## src/rtl/imem_arbiter.sv

```systemverilog
`default_nettype none
// ---------------------------------------------------------------------------
// imem_arbiter : two-master arbiter for a single-port program memory with an
//                bounded exclusive-lock mode for m1.   Rev 1.0
// ---------------------------------------------------------------------------
module imem_arbiter #(
  parameter int AW       = 32,
  parameter int DW       = 32,
  parameter int MAX_LOCK = 16
) (
  input  logic          clk,
  input  logic          rst,
  input  logic          m0_req_i,
  input  logic [AW-1:0] m0_addr_i,
  output logic          m0_gnt_o,
  output logic          m0_rvalid_o,
  output logic [DW-1:0] m0_rdata_o,
  input  logic          m1_req_i,
  input  logic          m1_we_i,
  input  logic [AW-1:0] m1_addr_i,
  input  logic [DW-1:0] m1_wdata_i,
  input  logic          m1_lock_i,
  output logic          m1_gnt_o,
  output logic          m1_rvalid_o,
  output logic [DW-1:0] m1_rdata_o,
  output logic          mem_req_o,
  output logic          mem_we_o,
  output logic [AW-1:0] mem_addr_o,
  output logic [DW-1:0] mem_wdata_o,
  input  logic [DW-1:0] mem_rdata_i
);

  typedef enum logic [0:0] {
    ARB  = 1'b0,
    LOCK = 1'b1
  } state_e;

  localparam int            CW       = $clog2(MAX_LOCK + 1);
  localparam logic [CW-1:0] CNT_ONE  = CW'(1);
  localparam logic [CW-1:0] CNT_LAST = CW'(MAX_LOCK - 1);

  state_e        state_q, state_d;
  logic [CW-1:0] lock_cnt_q, lock_cnt_d;
  logic          lock_block_q, lock_block_d;
  logic          last_gnt_q, last_gnt_d;   // 1 = m1 granted most recently
  logic          m0_rvalid_q, m1_rvalid_q;
  logic          m0_gnt, m1_gnt, forced_exit;

  always_comb begin
    state_d      = state_q;
    lock_cnt_d   = lock_cnt_q;
    lock_block_d = lock_block_q;
    last_gnt_d   = last_gnt_q;
    m0_gnt       = 1'b0;
    m1_gnt       = 1'b0;
    forced_exit  = 1'b0;
    if (!rst) begin
      case (state_q)
        ARB: begin
          if (m0_req_i && m1_req_i) begin
            m0_gnt = last_gnt_q;
            m1_gnt = !last_gnt_q;
          end else begin
            m0_gnt = m0_req_i;
            m1_gnt = m1_req_i;
          end
          if (m1_gnt && m1_lock_i && !lock_block_q) begin
            state_d    = LOCK;
            lock_cnt_d = CNT_ONE;
          end
        end
        LOCK: begin
          m1_gnt     = m1_req_i;
          lock_cnt_d = lock_cnt_q + CNT_ONE;
          // The dropping cycle and the limit cycle both remain exclusive to m1.
          if (lock_cnt_q == CNT_LAST) begin
            state_d     = ARB;
            lock_cnt_d  = '0;
            forced_exit = 1'b1;
          end else if (!m1_lock_i) begin
            state_d    = ARB;
            lock_cnt_d = '0;
          end
        end
        default: state_d = ARB;
      endcase
      if (m0_gnt) last_gnt_d = 1'b0;
      if (m1_gnt) last_gnt_d = 1'b1;
      if (m0_gnt || !m0_req_i) lock_block_d = 1'b0;
      if (forced_exit) begin
        lock_block_d = 1'b1;
        last_gnt_d   = 1'b1;
      end
    end
  end

  always_ff @(posedge clk) begin
    if (rst) begin
      state_q      <= ARB;
      lock_cnt_q   <= '0;
      lock_block_q <= 1'b0;
      last_gnt_q   <= 1'b1;
      m0_rvalid_q  <= 1'b0;
      m1_rvalid_q  <= 1'b0;
    end else begin
      state_q      <= state_d;
      lock_cnt_q   <= lock_cnt_d;
      lock_block_q <= lock_block_d;
      last_gnt_q   <= last_gnt_d;
      m0_rvalid_q  <= m0_gnt;
      m1_rvalid_q  <= m1_gnt && !m1_we_i;
    end
  end

  assign m0_gnt_o    = m0_gnt;
  assign m1_gnt_o    = m1_gnt;
  assign mem_req_o   = m0_gnt | m1_gnt;
  assign mem_we_o    = m1_gnt & m1_we_i;
  assign mem_addr_o  = m1_gnt ? m1_addr_i : (m0_gnt ? m0_addr_i : '0);
  assign mem_wdata_o = m1_gnt ? m1_wdata_i : '0;

  assign m0_rvalid_o = m0_rvalid_q;
  assign m1_rvalid_o = m1_rvalid_q;
  assign m0_rdata_o  = m0_rvalid_q ? mem_rdata_i : '0;
  assign m1_rdata_o  = m1_rvalid_q ? mem_rdata_i : '0;

endmodule
`default_nettype wire

```

## config.mk

```make
export PLATFORM = sky130hd
export DESIGN_NAME = imem_arbiter
export DESIGN_NICKNAME = d
export VERILOG_FILES = /design/src/rtl/imem_arbiter.sv
export SDC_FILE = /design/constraint.sdc
export NUM_CORES = 1
export LEC_CHECK = 0
export ABC_AREA = 1
export CORE_AREA = 8 8 97 99
export DETAILED_ROUTE_END_ITERATION = 12
export DIE_AREA = 0 0 105 107
export PLACE_DENSITY = 0.89
export SYNTH_ARGS = -nofsm -noshare
export SYNTH_HDL_FRONTEND = slang
export SYNTH_SLANG_ARGS = --single-unit
```

## constraint.sdc

```tcl
create_clock -name clk -period 3.8 [get_ports clk]
set_input_delay 0.76 -clock clk [delete_from_list [all_inputs] [get_ports clk]]
set_output_delay 0.76 -clock clk [all_outputs]
set_load 0.01 [all_outputs]
```

==> summary.txt <==
status = completed
Hold Buf Count CTS = 0
Slew @ Worst Pin = 0.531 ns
maximum clock frequency = 281 MHz
residual DRC count = 0
fin. max-slew vios = 0
data arrival time of the worst path = 2.79 ns
Via Count = 2993
first-pass GRT wire length = 16.2 mm
Pleak = 2.48 nW
diode count = 0
post-synthesis xor/xnor area fraction = 0%
Cell Rows = 33
Hold Path Class = reg2reg
root buffer cell = clkbuf_8
IO Count = 268
Filler cells = 733
setup TNS = 0 ns
Final Cell Area = 4490 µm²
Yosys top cell by area = nand2_1
CTS max path bufs = 2
Max rail drop VDD = 0.000161 V
endpoints failing hold = 0
Setup crit start = rst
antenna violations before repair = 0
Power Total = 0.660 mW
GPL Wtd Cong = 0.867
R2R Setup Slk = 2.27 ns
Final nets = 773
max cap viols = 0
Yosys top cell area share = 38.1%
distinct cell type count after synthesis = 20
Seq/Total Area, Yosys = 11.8%
DR pass1 iterations = 4
Placed Area = 4440 µm²
CTS clk-pin slew, worst paths = 0.05 ns
most frequent cells in the layout = 267 x clkdlybuf4s50_1, 172 x nand2_1, 110 x inv_1
core area = 7930 µm²
fin crit share = 93.5%
RSZ-0062 raised after global routing = false
# port buffers = 267
Mapped Area = 1700 µm²
DR vias/cell = 4.04
critical path type = in2out
CTS Buf Count = 3
Die Width = 105 µm
Final min period = 3.55 ns
critical path endpoint category = output pin
P&R area growth vs syn = 165%
Req. time, crit path = 3.04 ns
Reg2Reg Launch Point = lock_cnt_q[0]
r2r worst-path depth = 7
dpl hpwl = 9.37 mm
#FFs+latches synth = 10
Setup Fix Bufs, Post-CTS = 0
H-tree lvl count = 1
crit start category = input port
ANT nets after route = 0
Skew-Pair Late Insertion Delay = 0.24 ns
Die ar. = 11200 µm²
clock sink count = 10
share of cells above drive strength 1 = 2.05%
GR Util All Layers = 17.5%
worst clock skew = 0.00263 ns
Synth Area in Adders = 2.21%
cell area power density = 147 nW/µm²
final setup fails = 0
main combinational cell family by area after synthesis = simple AND/OR/NAND/NOR gates
largest net degree at the start of global routing = 34
CTS tree = done
largest cells by area after synthesis = nand2_1 38%, inv_1 24%, dfxtp_1 12%
commonest non-fill, non-tap cell in the layout = clkdlybuf4s50_1
YS warnings = 0
Post-Synthesis Net Count = 513
max_slew headroom = 64.6%
fraction of the mapped netlist area in simple logic gates = 53.2%
chip height = 107 µm
Synth Area in Compound Gates = 2.73%
multiplexer share of the synthesized area = 0%
DR WL/cell = 14.3 µm
Initial Util = 21.4%
Post-Route WL = 10.6 mm
vias in the first global route = 3106
RR Endpoint = lock_cnt_q[3]
Avg Inst Size Synth = 4.51 µm²
Resize count post-CTS = 0
hold_sp = lock_block_q
DR iter-0 viols = 127
Gate Count Post-Synth = 376
Setup crit end = mem_addr_o[16]
Worst Path Max Fanout = 33
global route total overflow = 0
==> critical path, stage by stage <==
cell	delay (ns)
clkdlybuf4s50_1	0.51
inv_1	0.22
nand3_2	0.13
inv_2	0.41
nand2_1	0.11
nand2_1	0.10
clkdlybuf4s50_1	0.54
==> logic make-up (layout without fill, tap and decap cells) <==
family / after synthesis / after routing
and+or+nand+nor: 228 / 228
buffers and inverters: 127 / 386
AOI/OAI and AO/OA: 8 / 8
adders and majority gates: 3 / 3
DFF: 10 / 10
==> power by group <==
part	total (mW)	internal (mW)	switching, mW
Combinational	0.409	0.251	0.158
Clock	0.138	0.0915	0.0469
Sequential	0.112	0.109	0.00361
Total	0.660	0.451	0.209
==> cell type report <==
type                    instances  area [µm²]  share of cell area (%)
clock buffers                   4        55.1                    1.23
inverters                     112         423                    9.42
multi-input cells             239         986                    22.0
flip-flops and latches         10         200                    4.46
well taps                     105         131                    2.93
repair buffers                270        2700                    60.0
==> state kept, by name (all words and copies together) (netlist names) <==
register,flops
lock_cnt_q,5
m1_rvalid_o,1
m0_rvalid_o,1
state_q,1
lock_block_q,1
last_gnt_q,1
==> cell usage after synthesis <==
cell / n
nand2_1: 172
inv_1: 110
nor2_1: 42
dfxtp_1: 10
nand3_1: 7
buf_2: 6
clkbuf_1: 6
a21oi_1: 5
buf_6: 3
ha_1: 3
nand4_1: 3
inv_2: 1
inv_4: 1
nand2_2: 1
nand3_2: 1
nand3_4: 1
nor2_4: 1
o2111ai_1: 1
o21a_1: 1
o21ai_0: 1
==> worst min path at each step <==
stage,to,slack [ns],cells after the start
after floorplan,lock_block_q,0.45,2
after global placement,lock_cnt_q[4],0.47,2
after detailed placement,lock_block_q,0.48,2
after CTS,lock_block_q,0.49,2
after global routing,lock_block_q,0.52,2
final,lock_block_q,0.49,2
==> per-layer routing <==
| layer | track usage (%) | vias up | share of wire, % |
|---|---|---|---|
| li1 | - | 1551 | - |
| met1 | 17.2 | 1264 | 36 |
| met2 | 34.3 | 162 | 53 |
| met3 | 5.94 | 16 | 9.4 |
| met4 | 4.79 | 0 | 2.1 |
| met5 | 0 | - | 0 |
==> metrics by stage <==
step | worst slack, ns | cells | hold WS [ns] | utilization [%]
after detailed placement | 0.243 | 736 | 0.479 | 56.0
after global placement | 0.320 | 736 | 0.474 | 56.0
final | 0.245 | 740 | 0.485 | 56.6
after floorplan | 1.58 | 376 | 0.451 | -
after CTS | 0.242 | 740 | 0.486 | 56.6
after global routing | 0.0505 | 740 | 0.517 | 56.6
Power figures use the tool's default switching activity.
